**src/rtl/multi_digit_display_ctrl.sv**
```systemverilog
// rtl/multi_digit_display_ctrl.sv - N-digit multiplexed 7-segment controller with serial binary-to-BCD
// Optional breathing LED when DISP_BREATH_EN is defined.
module multi_digit_display_ctrl #(
    parameter int CLK_FREQ_HZ = 50_000_000,
    parameter int NUM_DIGITS  = 6,
    parameter int DATA_W      = 20,
    parameter int REFRESH_DIV = 50_000
) (
    input  logic                  clk,
    input  logic                  rst,
    input  logic                  in_valid,
    output logic                  in_ready,
    input  logic [DATA_W-1:0]     in_value,
    input  logic [3:0]            brightness,
    input  logic                  lz_blank,
    input  logic [NUM_DIGITS-1:0] dp_mask,
    output logic                  ovf,
    output logic [7:0]            seg_out,
    output logic [NUM_DIGITS-1:0] an_out,
    output logic                  breath_led
);
    localparam int BCD_W  = 4 * NUM_DIGITS;
    localparam int IDX_W  = (NUM_DIGITS > 1) ? $clog2(NUM_DIGITS) : 1;
    localparam int SLOT_W = $clog2(REFRESH_DIV);
    localparam int CNT_W  = $clog2(DATA_W + 1);

    function automatic logic [39:0] max_value(input int n);
        logic [39:0] p;
        p = 40'd1;
        for (int i = 0; i < n; i++) p = p * 40'd10;
        return p - 40'd1;
    endfunction

    localparam logic [39:0] MAX_VALUE = max_value(NUM_DIGITS);

    typedef enum logic {S_IDLE, S_CONV} state_t;
    state_t state_q, state_d;

    logic [DATA_W-1:0] bin_q, bin_d;
    logic [BCD_W-1:0]  bcd_q, bcd_d, bcd_adj;
    logic [CNT_W-1:0]  cnt_q;
    logic              ovf_pend_q;
    logic [BCD_W-1:0]  disp_bcd_q;
    logic              disp_ovf_q;
    logic              last_shift;

    assign last_shift = (cnt_q == CNT_W'(DATA_W - 1));

    always_ff @(posedge clk) begin
        if (rst) state_q <= S_IDLE;
        else     state_q <= state_d;
    end

    always_comb begin
        state_d = state_q;
        case (state_q)
            S_IDLE:  if (in_valid)  state_d = S_CONV;
            S_CONV:  if (last_shift) state_d = S_IDLE;
            default: state_d = S_IDLE;
        endcase
    end

    always_comb begin
        in_ready = (state_q == S_IDLE);
    end

    // Double-dabble step: add 3 to any nibble >= 5, then shift one binary bit in.
    always_comb begin
        bcd_adj = bcd_q;
        for (int k = 0; k < NUM_DIGITS; k++) begin
            if (bcd_adj[4*k +: 4] >= 4'd5) bcd_adj[4*k +: 4] = bcd_adj[4*k +: 4] + 4'd3;
        end
        bcd_d = {bcd_adj[BCD_W-2:0], bin_q[DATA_W-1]};
        bin_d = {bin_q[DATA_W-2:0], 1'b0};
    end

    always_ff @(posedge clk) begin
        if (rst) begin
            bin_q      <= '0;
            bcd_q      <= '0;
            cnt_q      <= '0;
            ovf_pend_q <= 1'b0;
            disp_bcd_q <= '0;
            disp_ovf_q <= 1'b0;
        end else begin
            case (state_q)
                S_IDLE: if (in_valid) begin
                    bin_q      <= in_value;
                    bcd_q      <= '0;
                    cnt_q      <= '0;
                    ovf_pend_q <= (40'(in_value) > MAX_VALUE);
                end
                S_CONV: begin
                    bin_q <= bin_d;
                    bcd_q <= bcd_d;
                    cnt_q <= cnt_q + CNT_W'(1);
                    if (last_shift) begin
                        disp_bcd_q <= bcd_d;
                        disp_ovf_q <= ovf_pend_q;
                    end
                end
                default: ;
            endcase
        end
    end

    assign ovf = disp_ovf_q;

    logic [SLOT_W-1:0] slot_q;
    logic [IDX_W-1:0]  idx_q;
    logic [3:0]        phase_q;
    logic [3:0]        bright_q;

    // Brightness is only re-sampled at slot boundaries so a digit never changes duty mid-slot.
    always_ff @(posedge clk) begin
        if (rst) begin
            slot_q   <= '0;
            idx_q    <= '0;
            phase_q  <= '0;
            bright_q <= '0;
        end else begin
            phase_q <= (phase_q == 4'd14) ? 4'd0 : phase_q + 4'd1;
            if (slot_q == SLOT_W'(REFRESH_DIV - 1)) begin
                slot_q   <= '0;
                bright_q <= brightness;
                idx_q    <= (idx_q == IDX_W'(NUM_DIGITS - 1)) ? '0 : idx_q + IDX_W'(1);
            end else begin
                slot_q <= slot_q + SLOT_W'(1);
            end
        end
    end

    function automatic logic [6:0] seg_decode(input logic [3:0] d);
        case (d)
            4'd0:    return 7'h40;
            4'd1:    return 7'h79;
            4'd2:    return 7'h24;
            4'd3:    return 7'h30;
            4'd4:    return 7'h19;
            4'd5:    return 7'h12;
            4'd6:    return 7'h02;
            4'd7:    return 7'h78;
            4'd8:    return 7'h00;
            4'd9:    return 7'h10;
            default: return 7'h7F;
        endcase
    endfunction

    logic [NUM_DIGITS-1:0] upper_zero;
    logic                  all_zero;
    logic [3:0]            cur_digit;
    logic                  gate_open;
    logic                  blank;
    logic [6:0]            seg_body;

    always_comb begin
        all_zero = 1'b1;
        upper_zero = '0;
        for (int k = NUM_DIGITS - 1; k >= 0; k--) begin
            all_zero      = all_zero & (disp_bcd_q[4*k +: 4] == 4'd0);
            upper_zero[k] = all_zero;
        end
        cur_digit = disp_bcd_q[{idx_q, 2'b00} +: 4];
        gate_open = (phase_q < bright_q);
        blank     = lz_blank && (idx_q != '0) && upper_zero[idx_q];
        if (disp_ovf_q) seg_body = 7'h3F;
        else if (blank) seg_body = 7'h7F;
        else            seg_body = seg_decode(cur_digit);
        an_out  = '1;
        seg_out = 8'hFF;
        if (gate_open) begin
            an_out[idx_q] = 1'b0;
            seg_out       = {~dp_mask[idx_q], seg_body};
        end
    end

`ifdef DISP_BREATH_EN
    localparam int STEP_DIV = CLK_FREQ_HZ / 100;
    localparam int STEP_W   = (STEP_DIV > 1) ? $clog2(STEP_DIV) : 1;

    logic [6:0]        pwm_q;
    logic [6:0]        duty_q;
    logic [STEP_W-1:0] step_q;
    logic              down_q;

    always_ff @(posedge clk) begin
        if (rst) begin
            pwm_q  <= '0;
            duty_q <= '0;
            step_q <= '0;
            down_q <= 1'b0;
        end else begin
            pwm_q <= (pwm_q == 7'd99) ? 7'd0 : pwm_q + 7'd1;
            if (step_q == STEP_W'(STEP_DIV - 1)) begin
                step_q <= '0;
                if (!down_q) begin
                    duty_q <= duty_q + 7'd1;
                    if (duty_q == 7'd99) down_q <= 1'b1;
                end else begin
                    duty_q <= duty_q - 7'd1;
                    if (duty_q == 7'd1) down_q <= 1'b0;
                end
            end else begin
                step_q <= step_q + STEP_W'(1);
            end
        end
    end

    assign breath_led = (pwm_q < duty_q);
`else
    assign breath_led = 1'b0;
`endif
endmodule

```
**config.mk**
```make
export PLATFORM = sky130hd
export DESIGN_NAME = multi_digit_display_ctrl
export DESIGN_NICKNAME = d
export VERILOG_FILES = /design/src/rtl/multi_digit_display_ctrl.sv
export SDC_FILE = /design/constraint.sdc
export NUM_CORES = 1
export LEC_CHECK = 0
export BUFFER_PORTS_ARGS = -buffer_cell sky130_fd_sc_hd__buf_2
export CAP_MARGIN = 0
export CORE_ASPECT_RATIO = 0.5
export CORE_MARGIN = 8
export CORE_UTILIZATION = 35
export DETAILED_ROUTE_END_ITERATION = 7
export GPL_TIMING_DRIVEN = 0
export PLACE_DENSITY = 0.6
export SLEW_MARGIN = 5
export SYNTH_ARGS = -nofsm -noshare
export SYNTH_HDL_FRONTEND = slang
export SYNTH_SLANG_ARGS = --single-unit
```
**constraint.sdc**
```tcl
create_clock -name clk -period 3 [get_ports clk]
set_clock_uncertainty 0.2 [all_clocks]
set_input_delay 0.6 -clock clk [delete_from_list [all_inputs] [get_ports clk]]
set_output_delay 0.6 -clock clk [all_outputs]
set_load 0.01 [all_outputs]
```
# After elaboration in Yosys (flattened, before gate mapping)
# Memories as Yosys holds them, arrays and structs flattened.
# Cells that the tools add are included.
# totals
register_bits	103
output_inout_bits	17
rom_bits	112
n_memories	1
# classes
n_eq_ne	5
shifts	1
add_sub_neg	10
mux	26
n_reduce_logical	14
order_cmp	10
n_bitwise	8
# mem_list
name	words	word_bits	read_ports	rd_ports_with_merged_regs	write_ports	line_no	text
(no name shown)	16	7	1	0	0	134	case (d)
# op_table
cell	count
24-bit one-hot mux with 2 select lines	1
20-bit one-hot mux with 2 select lines	1
4-bit by 3-bit >= comparator with 1-bit output (second input constant)	6
4-bit logical NOT	6
24-bit 2-to-1 mux	1
24-bit by 6-bit indexed part select with 4-bit output	1
4-bit by 2-bit adder with 4-bit output (second input constant)	5
20-bit greater-than comparator (second input constant)	1
20-bit 2-to-1 mux	1
4-bit 2-to-1 mux	5
16-bit by 1-bit adder with 16-bit output (second input constant)	1
16-bit == test (second input constant)	1
7-bit 2-to-1 mux	2
5-bit one-hot mux with 2 select lines	1
8-bit 2-to-1 mux	1
1-bit binary-select mux with 3-bit select	2
3-bit 2-to-1 mux	2
6-bit 2-to-1 mux	1
6-bit NOT	1
5-bit by 1-bit adder with 5-bit output (second input constant)	1
1-bit bitwise AND	5
5-bit == test (second input constant)	1
1-bit 2-to-1 mux	5
5-bit 2-to-1 mux	1
16 further kinds	21

# Depth between registers and ports, before layout
# Gate-level depths: netlist (run 1).
# logic_depth
depth_word	12
depth_mapped	10

# Worst setup path before layout (run 1)
# No wires, ideal clock.
# synth_path
path_kind	register to output
startpoint	register idx_q[1]
endpoint	output seg_out[2]
path_slack_ps	-21
t_required_ps	2200
path_stages_with_launch	10
t_arrival_ps	2221
cell_sequence	dfxtp_1 -> buf_2 -> buf_2 -> mux4_2 -> nand2_1 -> o21ai_0 -> inv_1 -> ha_1 -> inv_1 -> o311ai_0
# synth_between
elab_chain_len	6
# synth_lines
element	line_no	text
from (decl)	110	logic [IDX_W-1:0] idx_q;
from (signal assigned)	126	idx_q <= (idx_q == IDX_W'(NUM_DIGITS - 1)) ? '0 : idx_q + IDX_W'(1);
parallel branches: the longest is 3 deep, another holds memory 16 x 7 bit	n/a	
7-bit 2-to-1 mux *	167	else if (blank) seg_body = 7'h7F;
7-bit 2-to-1 mux *	166	if (disp_ovf_q) seg_body = 7'h3F;
8-bit 2-to-1 mux *	171	if (gate_open) begin
to (decl)	18	output logic [7:0] seg_out,
# Mark *: on every way between the ends. The select of a mux whose other input is x is not followed.

# Final worst setup path (run 1)
# layout_path
startpoint	register idx_q[1]
endpoint	output seg_out[3]
# Same word-level chain as after synthesis.

==> flow_metrics.env, run 1 <==
export IMPL_cts_sinks=103
export IMPL_final_common_cell="nor2_1"
export IMPL_grt_pass1_vias=4657
export IMPL_ctsLongestPathBuffers=2
export IMPL_hp_class="flip-flop to flip-flop"
export IMPL_vias_per_cell=5.05
export IMPL_synth_nets=730
export IMPL_worstPathRequired_ps=2200
export IMPL_fp_coreArea_sq_um=15200
export IMPL_diodes=0
export IMPL_grtUsageMet3_pct=3.48
export IMPL_layout_common_cells="114 x nor2_1, 98 x dfxtp_1, 72 x a21oi_1"
export IMPL_dr_pass1_iters=6
export IMPL_critical_path_cell_chain="buf_8, mux4_2, nand2_2, o21ai_4, inv_4, ha_4, inv_2, o21ai_1, o211ai_1, buf_2"
export IMPL_synth_seq_area_share_pct=38.5
export IMPL_synth_top_cell_area_share_pct=38.5
export IMPL_cts_root_buf="clkbuf_16"
export IMPL_clock_latency_ps=350
export IMPL_startpoint_type="flip-flop"
export IMPL_syn_area_sq_um=5350
export IMPL_port_buffers=47
export IMPL_hold_ws_ps=249
export IMPL_path_clk_slew_ps=70
export IMPL_period_needed_ps=3040
export IMPL_cts_hold_buf=0
export IMPL_cp_max_fo=4
export IMPL_setup_viol=2
export IMPL_finish_utilization_pct=42.3
export IMPL_rsz0062_at_grt="true"
export IMPL_violations="setup timing"
export IMPL_drc=0
export IMPL_grt_overflow=0
export IMPL_drive_gt1_share_pct=15.9
export IMPL_grt_usage_pct=14.6
export IMPL_rows=32
export IMPL_routed_wl_microns=14100
export IMPL_cts_inserted_buffers=9
export IMPL_fmax_ghz=0.329
export IMPL_cap_violations=0
export IMPL_grt_use_met2_pct=23.3
export IMPL_drtIter0Drc=221
export IMPL_irDropWorstVdd_v=0.000272
export IMPL_top_usage_layer="met2"
export IMPL_ys_warn_count=0
export IMPL_grt_max_degree=18
export IMPL_globalplace_congestion=0.814
export IMPL_crit_path_end_kind="output pin"
export IMPL_gr_usage_met1_pct=19.4
export IMPL_final_area_sq_um=6420
export IMPL_period_share_pct=101
export IMPL_ys_top_cells_by_area="dfxtp_1 39%, nor2_1 8.1%, mux2i_1 7.7%"
export IMPL_slew_headroom_pct=43.7
export IMPL_placed_cell_area_sq_um=5840
export IMPL_setup_ws_ps=-38.8
export IMPL_yosysUniqueCellTypes=51
export IMPL_fillCellCount=1540
export IMPL_crit_buf_inv=4
export IMPL_p_per_area_nw_per_um2=461
export IMPL_die_width_microns=191
export IMPL_crit_type="flip-flop to output pin"
export IMPL_power_leakage_nw=2.38
export IMPL_ys_ff_latch=103
export IMPL_area_growth_pct=20.0
export IMPL_layout_nets=800
export IMPL_io_pins=51
export IMPL_die_height_microns=103
export IMPL_antenna_found_initial=1
export IMPL_synthFlopType="dfxtp_1"
export IMPL_cts_max_level=3
export IMPL_outcome="finished with violations"
export IMPL_dp_hpwl_microns=10300
export IMPL_synthArstFlopShare_pct=0
export IMPL_synth_edf_count=0
export IMPL_critPathMaxStageDelay_ps=500
export IMPL_synth_largest_area_cell="dfxtp_1"
export IMPL_grt_pass1_wl_microns=23200
export IMPL_pre_cts_ws_ps=-217
export IMPL_slowest_stage="mux4_2"
export IMPL_cts_tree="built"
export IMPL_worst_pin_slew_ps=842
export IMPL_worstPathArrival_ps=2240
export IMPL_vias=4798
export IMPL_critPathTopFamily="multiplexers"
export IMPL_wl_per_cell_microns=14.8
export IMPL_syn_inst=672
export IMPL_drv_slew=0
export IMPL_initial_core_util_pct=35.2
export IMPL_ant_nets=0
export IMPL_avgSynthCellArea_sq_um=7.96
export IMPL_die_area_sq_um=19700
export IMPL_hold_viol=0
[worst register-to-register path: cells and delay by family, from the launching register on]
family	cells	cell delay, ps
simple gates	4	1110
flops	1	350
buf+inv	3	550
[path summary, 6_finish.rpt]
| kind | start | end | slack (ps) | depth (start not counted) |
|---|---|---|---|---|
| worst max-delay path | idx_q[1] | seg_out[3] | -40 | 10 |
| worst min-delay path | slot_q[0] | slot_q[0] | 250 | 1 |
| worst max register to register | slot_q[5] | slot_q[9] | 690 | 7 |
| worst min register to register | slot_q[0] | slot_q[0] | 250 | 1 |
[repair_timing]
item | CTS | global route
pin swaps | 9 | 9
resized for setup | 34 | 20
setup endpoints to repair | 7 | 14
buffers inserted | 11 | 3
[registers in the layout, summed over array words and instances, names as in the netlist]
signal,count
bcd_q,24
disp_bcd_q,24
bin_q,20
slot_q,16
cnt_q,5
bright_q,4
phase_q,4
idx_q,3
ovf,1
ovf_pend_q,1
state_q,1
[synthesized netlist by cell type, types with 2 or more instances]
| library cell | n |
|---|---|
| or4_1 | 2 |
| dfxtp_1 | 103 |
| a21oi_1 | 74 |
| nand2_1 | 58 |
| nand4b_1 | 2 |
| mux2i_1 | 41 |
| xor2_1 | 6 |
| nand2b_1 | 15 |
| mux2_2 | 3 |
| a21o_1 | 3 |
| or3_1 | 2 |
| nor3b_1 | 10 |
| clkbuf_1 | 27 |
| o211ai_1 | 5 |
| o21ai_0 | 24 |
| nand3_1 | 18 |
| buf_1 | 6 |
| nor4_1 | 8 |
| and2_1 | 4 |
| inv_1 | 30 |
| nor2_1 | 115 |
| nand4_1 | 5 |
| nor3_1 | 31 |
| a211oi_1 | 3 |
| a311oi_1 | 7 |
| buf_4 | 2 |
| xnor2_1 | 15 |
| o31ai_1 | 2 |
| o311ai_0 | 2 |
| mux4_2 | 2 |
| buf_2 | 4 |
| ha_1 | 24 |
[metal layers]
layer  share of wire [%]  vias to the layer above
li1                    -                     2460
met1                  49                     2223
met2                  43                       97
met3                 6.2                       16
met4                 1.1                        2
met5               0.092                        -
[per-stage QoR]
step | TNS, ps | power, mW | std cells
2_1_floorplan | 0 | 1.60 | 672
3_3_place_gp | -671 | 1.69 | 923
3_5_place_dp | -874 | 1.69 | 923
4_1_cts | -370 | 2.99 | 949
5_1_grt | -654 | 3.09 | 951
6_report | -47.5 | 2.96 | 951
[area by class of cell]
type / instances / area, sq um / share of cell area [%]
Multi-Input combinational cell: 499 / 3110 / 48.5
Sequential cell: 103 / 2070 / 32.3
Timing Repair Buffer: 61 / 340 / 5.30
Tap cell: 204 / 255 / 3.98
Clock buffer: 11 / 243 / 3.78
Buffer: 38 / 189 / 2.94
Inverter: 30 / 120 / 1.87
Clock inverter: 5 / 86.3 / 1.34
[power by group]
part | switching (mW) | leakage [nW] | total, mW | internal (mW)
Combinational | 0.159 | 1.38 | 0.259 | 0.100
Clock | 0.529 | 0.161 | 1.29 | 0.764
Sequential | 0.0195 | 0.837 | 1.41 | 1.39
Total | 0.707 | 2.38 | 2.96 | 2.26
[cells by family after synthesis]
logic type	count (synthesis)	synth area share (%)
AOI/OAI and AO/OA	131	14.3
xor gates and xnor gates	21	3.44
adders and majority gates	24	5.61
buffers and inverters	70	5.29
DFF	103	38.5
muxes	46	9.15
other	1	0.0701
and+or+nand+nor	276	23.6
(Power assumes the default switching activity.)
==> inputs of run 2 (changes only) <==
- BUFFER_PORTS_ARGS: -buffer_cell sky130_fd_sc_hd__buf_2 -> not set
- DONT_BUFFER_PORTS: not set -> 1
- PLACE_DENSITY: 0.6 -> 0.57
==> run 2 against run 1 <==
The flow still finishes with violations (setup timing). Critical path depth stayed put. Setup slack worse by 13 ps. Fmax down 0.43%. Cell area shrank 3.1%. Sequential power hardly changed. Register-to-register slack improved by 20 ps. Via count decreased by 2.8%. Hold slack got worse by 55 ps. Count of clock-buffer cells in the layout decreased by 1. Critical endpoint unchanged. Highest routed layer unchanged.
==> flow_metrics.env, run 2 (synthesized netlist as in run 1, its figures left out) <==
export IMPL_die_area_sq_um=19700
export IMPL_slew_headroom_pct=43.2
export IMPL_finish_utilization_pct=41.0
export IMPL_critical_path_cell_chain="buf_6, buf_8, mux4_2, nand2_2, o21ai_4, inv_4, ha_4, inv_2, o21ai_1, o211ai_1"
export IMPL_diodes=0
export IMPL_die_width_microns=191
export IMPL_hold_viol=0
export IMPL_grt_pass1_wl_microns=22800
export IMPL_hold_ws_ps=194
export IMPL_power_leakage_nw=2.21
export IMPL_cts_tree="built"
export IMPL_dr_pass1_iters=4
export IMPL_fmax_ghz=0.328
export IMPL_outcome="finished with violations"
export IMPL_fillCellCount=1584
export IMPL_cts_inserted_buffers=9
export IMPL_critPathMaxStageDelay_ps=500
export IMPL_p_seq_share_pct=50.9
export IMPL_hp_class="primary input to flip-flop"
export IMPL_globalplace_congestion=0.812
export IMPL_cp_max_fo=6
export IMPL_cts_sinks=103
export IMPL_p_per_area_nw_per_um2=446
export IMPL_p_clk_share_pct=40.8
export IMPL_p_sw_share_pct=26.1
export IMPL_final_area_sq_um=6220
export IMPL_tns_ps=-144
export IMPL_period_needed_ps=3050
export IMPL_irDropWorstVdd_v=0.000244
export IMPL_grt_overflow=0
export IMPL_port_buffers=0
export IMPL_cap_violations=0
export IMPL_worstPathRequired_ps=2200
export IMPL_final_cell_count_no_fill=908
export IMPL_crit_path_end_kind="output pin"
export IMPL_ff_latch_area_sq_um=2070
export IMPL_ant_nets=0
export IMPL_cts_root_buf="clkbuf_16"
export IMPL_worstPathArrival_ps=2250
export IMPL_wl_per_cell_microns=15.6
export IMPL_grt_pass1_vias=4415
export IMPL_initial_core_util_pct=35.2
export IMPL_slowest_stage="mux4_2"
export IMPL_drc=0
export IMPL_setup_viol=4
export IMPL_grt_max_degree=19
export IMPL_path_clk_slew_ps=70
export IMPL_setup_ws_ps=-52.0
export IMPL_combPwrFrac_pct=8.3
export IMPL_drv_slew=0
export IMPL_dp_hpwl_microns=10300
export IMPL_ctsLongestPathBuffers=2
export IMPL_io_pins=51
export IMPL_antenna_found_initial=1
export IMPL_period_share_pct=102
export IMPL_rsz0062_at_grt="true"
export IMPL_clock_latency_ps=350
export IMPL_cts_max_level=3
export IMPL_pre_cts_ws_ps=-251
export IMPL_startpoint_type="flip-flop"
export IMPL_layout_common_cells="113 x nor2_1, 100 x dfxtp_1, 72 x a21oi_1"
export IMPL_post_place_cells=876
export IMPL_drive_gt1_share_pct=10.7
export IMPL_placed_cell_area_sq_um=5600
export IMPL_p_sw_mw=0.724
export IMPL_vias_per_cell=5.14
export IMPL_crit_type="flip-flop to output pin"
export IMPL_internal_power_mw=2.05
export IMPL_layout_nets=757
export IMPL_violations="setup timing"
export IMPL_multi_input_area_sq_um=3170
export IMPL_area_growth_pct=16.3
export IMPL_vias=4665
export IMPL_final_common_cell="nor2_1"
export IMPL_drtIter0Drc=222
export IMPL_p_total_mw=2.77
export IMPL_rows=32
export IMPL_die_height_microns=103
export IMPL_fp_coreArea_sq_um=15200
export IMPL_worst_pin_slew_ps=849
export IMPL_reg_largest_list="bcd_q x24, disp_bcd_q x24, bin_q x20"
export IMPL_grt_usage_pct=14.5
export IMPL_routed_wl_microns=14100
## run 2: final cells by class
type	count	area share [%]
Buffer	39	3.16
Clock inverter	6	0.885
Clock buffer	10	3.68
Sequential cell	103	33.2
Inverter	30	1.93
Timing Repair Buffer	17	2.11
Tap cell	204	4.10
Multi-Input combinational cell	499	50.9
## run 2: path summary, 6_finish.rpt
path / from / endpoint / slack [ps] / cells past startpoint
setup reg to reg: slot_q[5] / slot_q[7] / 710 / 7
hold / removal: brightness[2] / bright_q[2] / 190 / 2
hold reg to reg: slot_q[0] / slot_q[0] / 240 / 1
setup / recovery: idx_q[1] / seg_out[3] / -50 / 10
## run 2: critical path, delay by kind of cell (launching register included)
kind	cells	cell delay (ps)
muxes	1	500
adders and majority gates	1	200
buffers and inverters	4	370
and+or+nand+nor	1	90
AOI/OAI and AO/OA	3	400
DFF	1	330
## run 2: power groups by stage
stage | combinational [mW] | sequential [mW] | clock (mW)
3_5_place_dp | 0.213 | 1.44 | 0
6_report | 0.231 | 1.41 | 1.13
2_1_floorplan | 0.159 | 1.44 | 0
5_1_grt | 0.258 | 1.42 | 1.22
4_1_cts | 0.223 | 1.41 | 1.17
3_3_place_gp | 0.210 | 1.44 | 0
## run 2: per-layer routing
metal | part of all wire, % | wire, microns | vias to the layer above | track usage (%)
li1 | - | - | 2368 | -
met1 | 51 | 7180 | 2174 | 19.1
met2 | 42 | 5970 | 103 | 22.7
met3 | 5.3 | 746 | 18 | 3.71
met4 | 1.6 | 221 | 2 | 5.15
met5 | 0.092 | 13 | - | 0
## run 2: repair_timing
action / 4_1_cts / 5_1_grt
buffers inserted: 16 / 1
resized for setup: 33 / 22
endpoints found under the setup margin: 7 / 7
hold endpoints to repair: 0 / 0
hold buffers: 0 / 0
pin swaps: 10 / 10
==> inputs of run 3 (changes only) <==
- CORE_ASPECT_RATIO: 0.5 -> 1.25
- PLACE_DENSITY: 0.57 -> 0.59
- clock period: 3 -> 2.7 ns (I/O delays scaled with it)
==> run 3 against run 2 <==
The run still ends with setup timing left. Combinational power is 12% higher. Global-route usage down 0.30 points. Final cell count down 2.4%. Non-clock buffer count unchanged. Count of clock-buffer cells in the layout up 2. Setup slack lost 180 ps. First-iteration DRC count rose by 35%. Critical path depth fell by 1. Critical path type unchanged.
==> flow_metrics.env, run 3 (synthesized netlist as in run 1, its figures left out) <==
export IMPL_rsz0062_at_grt="true"
export IMPL_min_path_cells=2
export IMPL_crit_buf_inv=3
export IMPL_placed_cell_area_sq_um=5590
export IMPL_cts_max_level=3
export IMPL_startpoint_type="flip-flop"
export IMPL_combPwrFrac_pct=8.5
export IMPL_die_area_sq_um=19500
export IMPL_min_delay_start="brightness[0]"
export IMPL_power_leakage_nw=2.22
export IMPL_grt_usage_pct=14.2
export IMPL_cts_root_buf="clkbuf_16"
export IMPL_slowest_stage="mux4_2"
export IMPL_routed_wl_microns=13900
export IMPL_top_usage_layer="met2"
export IMPL_internal_power_mw=2.29
export IMPL_grt_pass1_vias=4623
export IMPL_grt_max_degree=17
export IMPL_layout_nets=757
export IMPL_grt_pass1_wl_microns=22700
export IMPL_outcome="finished with violations"
export IMPL_rows=50
export IMPL_antenna_found_initial=0
export IMPL_path_clk_slew_ps=70
export IMPL_wl_per_cell_microns=15.7
export IMPL_critPathTopFamily="multiplexers"
export IMPL_crit_top_cell="inv_4"
export IMPL_period_needed_ps=2930
export IMPL_gr_usage_met1_pct=15.3
export IMPL_io_pins=51
export IMPL_final_area_sq_um=6260
export IMPL_critPathMaxStageDelay_ps=500
export IMPL_vias=4752
export IMPL_drive_gt1_share_pct=12.4
export IMPL_cp_max_fo=5
export IMPL_finish_utilization_pct=41.9
export IMPL_grt_use_met2_pct=25.6
export IMPL_die_width_microns=127
export IMPL_p_sw_mw=0.740
export IMPL_period_share_pct=109
export IMPL_die_height_microns=154
export IMPL_reg2reg_slack_ps=370
export IMPL_fillCellCount=1496
export IMPL_final_cell_count_no_fill=886
export IMPL_pre_cts_ws_ps=-296
export IMPL_crit_type="flip-flop to output pin"
export IMPL_initial_core_util_pct=35.8
export IMPL_clock_latency_ps=340
export IMPL_p_clk_share_pct=39.8
export IMPL_dr_pass1_iters=4
export IMPL_crit_path_end_kind="output pin"
export IMPL_setup_ws_ps=-233
export IMPL_cap_violations=0
export IMPL_fp_coreArea_sq_um=15000
export IMPL_grtUsageMet3_pct=3.16
export IMPL_fmax_ghz=0.341
export IMPL_crit_path_start="idx_q[1]"
export IMPL_final_common_cell="nor2_1"
export IMPL_setup_viol=7
export IMPL_crit_reg2reg_launch="slot_q[7]"
export IMPL_drv_slew=0
export IMPL_reg_largest_list="bcd_q x24, disp_bcd_q x24, bin_q x20"
export IMPL_drtIter0Drc=299
export IMPL_violations="setup timing"
export IMPL_diodes=0
export IMPL_irDropWorstVdd_v=0.000277
export IMPL_slew_headroom_pct=49.1
export IMPL_area_growth_pct=17.1
export IMPL_dp_hpwl_microns=10200
export IMPL_drc=0
export IMPL_globalplace_congestion=0.841
export IMPL_p_per_area_nw_per_um2=485
export IMPL_cts_tree="built"
export IMPL_worstPathRequired_ps=1960
export IMPL_port_buffers=0
export IMPL_ctsLongestPathBuffers=2
export IMPL_cts_inserted_buffers=9
export IMPL_worst_pin_slew_ps=764
export IMPL_holdPathEnd="bright_q[0]"
export IMPL_critical_path_cell_chain="buf_8, mux4_2, nand2_2, o21ai_4, inv_4, ha_4, inv_4, o21ai_2, o211ai_1"
export IMPL_ant_nets=0
export IMPL_grt_overflow=0
export IMPL_reg2reg_to="idx_q[1]"
export IMPL_hold_viol=0
export IMPL_reg2reg_depth=6
export IMPL_cts_sinks=103
export IMPL_tns_ps=-1170
export IMPL_post_place_cells=854
export IMPL_worstPathArrival_ps=2190
export IMPL_hp_class="primary input to flip-flop"
export IMPL_p_sw_share_pct=24.4
export IMPL_p_seq_share_pct=51.7
export IMPL_vias_per_cell=5.36
export IMPL_layout_common_cells="113 x nor2_1, 99 x dfxtp_1, 72 x a21oi_1"
-- run 3: layer usage --
layer  up-vias  share of wire [%]
met5         -                  0
met4         0                3.6
met3        34                4.3
met2        99                 50
met1      2258                 42
li1       2361                  -
-- run 3: area by class of cell --
type	count	area, sq um	share of cell area, %
multi-input combinational	499	3220	51.5
timing repair buffer	18	146	2.34
inverter	30	123	1.96
clock inverter	4	28.8	0.460
buffer	38	193	3.08
sequential	103	2070	33.1
clock buffer	12	246	3.94
tap	182	228	3.64
-- run 3: how the worst max path moves through the flow --
stage	end	slack [ps]	cells past startpoint
CTS	seg_out[0]	-250	10
finish	seg_out[3]	-230	9
detailed placement	seg_out[4]	-300	9
global placement	seg_out[3]	-200	8
floorplan	seg_out[3]	20	10
global route	seg_out[3]	-310	9
-- run 3: what timing repair did --
action / 4_1_cts / 5_1_grt
resized for setup: 36 / 34
pin swaps: 11 / 15
endpoints found under the setup margin: 14 / 13
hold buffers: 0 / 0
buffers inserted: 15 / 3
-- run 3: stage by stage --
stage | power (mW) | hold WS, ps
after floorplan | 1.78 | 218
after global placement | 1.83 | 234
after detailed placement | 1.84 | 249
after CTS | 3.06 | 138
after global routing | 3.16 | 155
final | 3.03 | 148
-- run 3: power groups by stage --
stage	Sequential, mW	Combinational [mW]	Clock, mW
2_1_floorplan	1.60	0.178	0
3_3_place_gp	1.60	0.229	0
3_5_place_dp	1.60	0.234	0
4_1_cts	1.57	0.252	1.24
5_1_grt	1.57	0.286	1.30
6_report	1.57	0.259	1.21
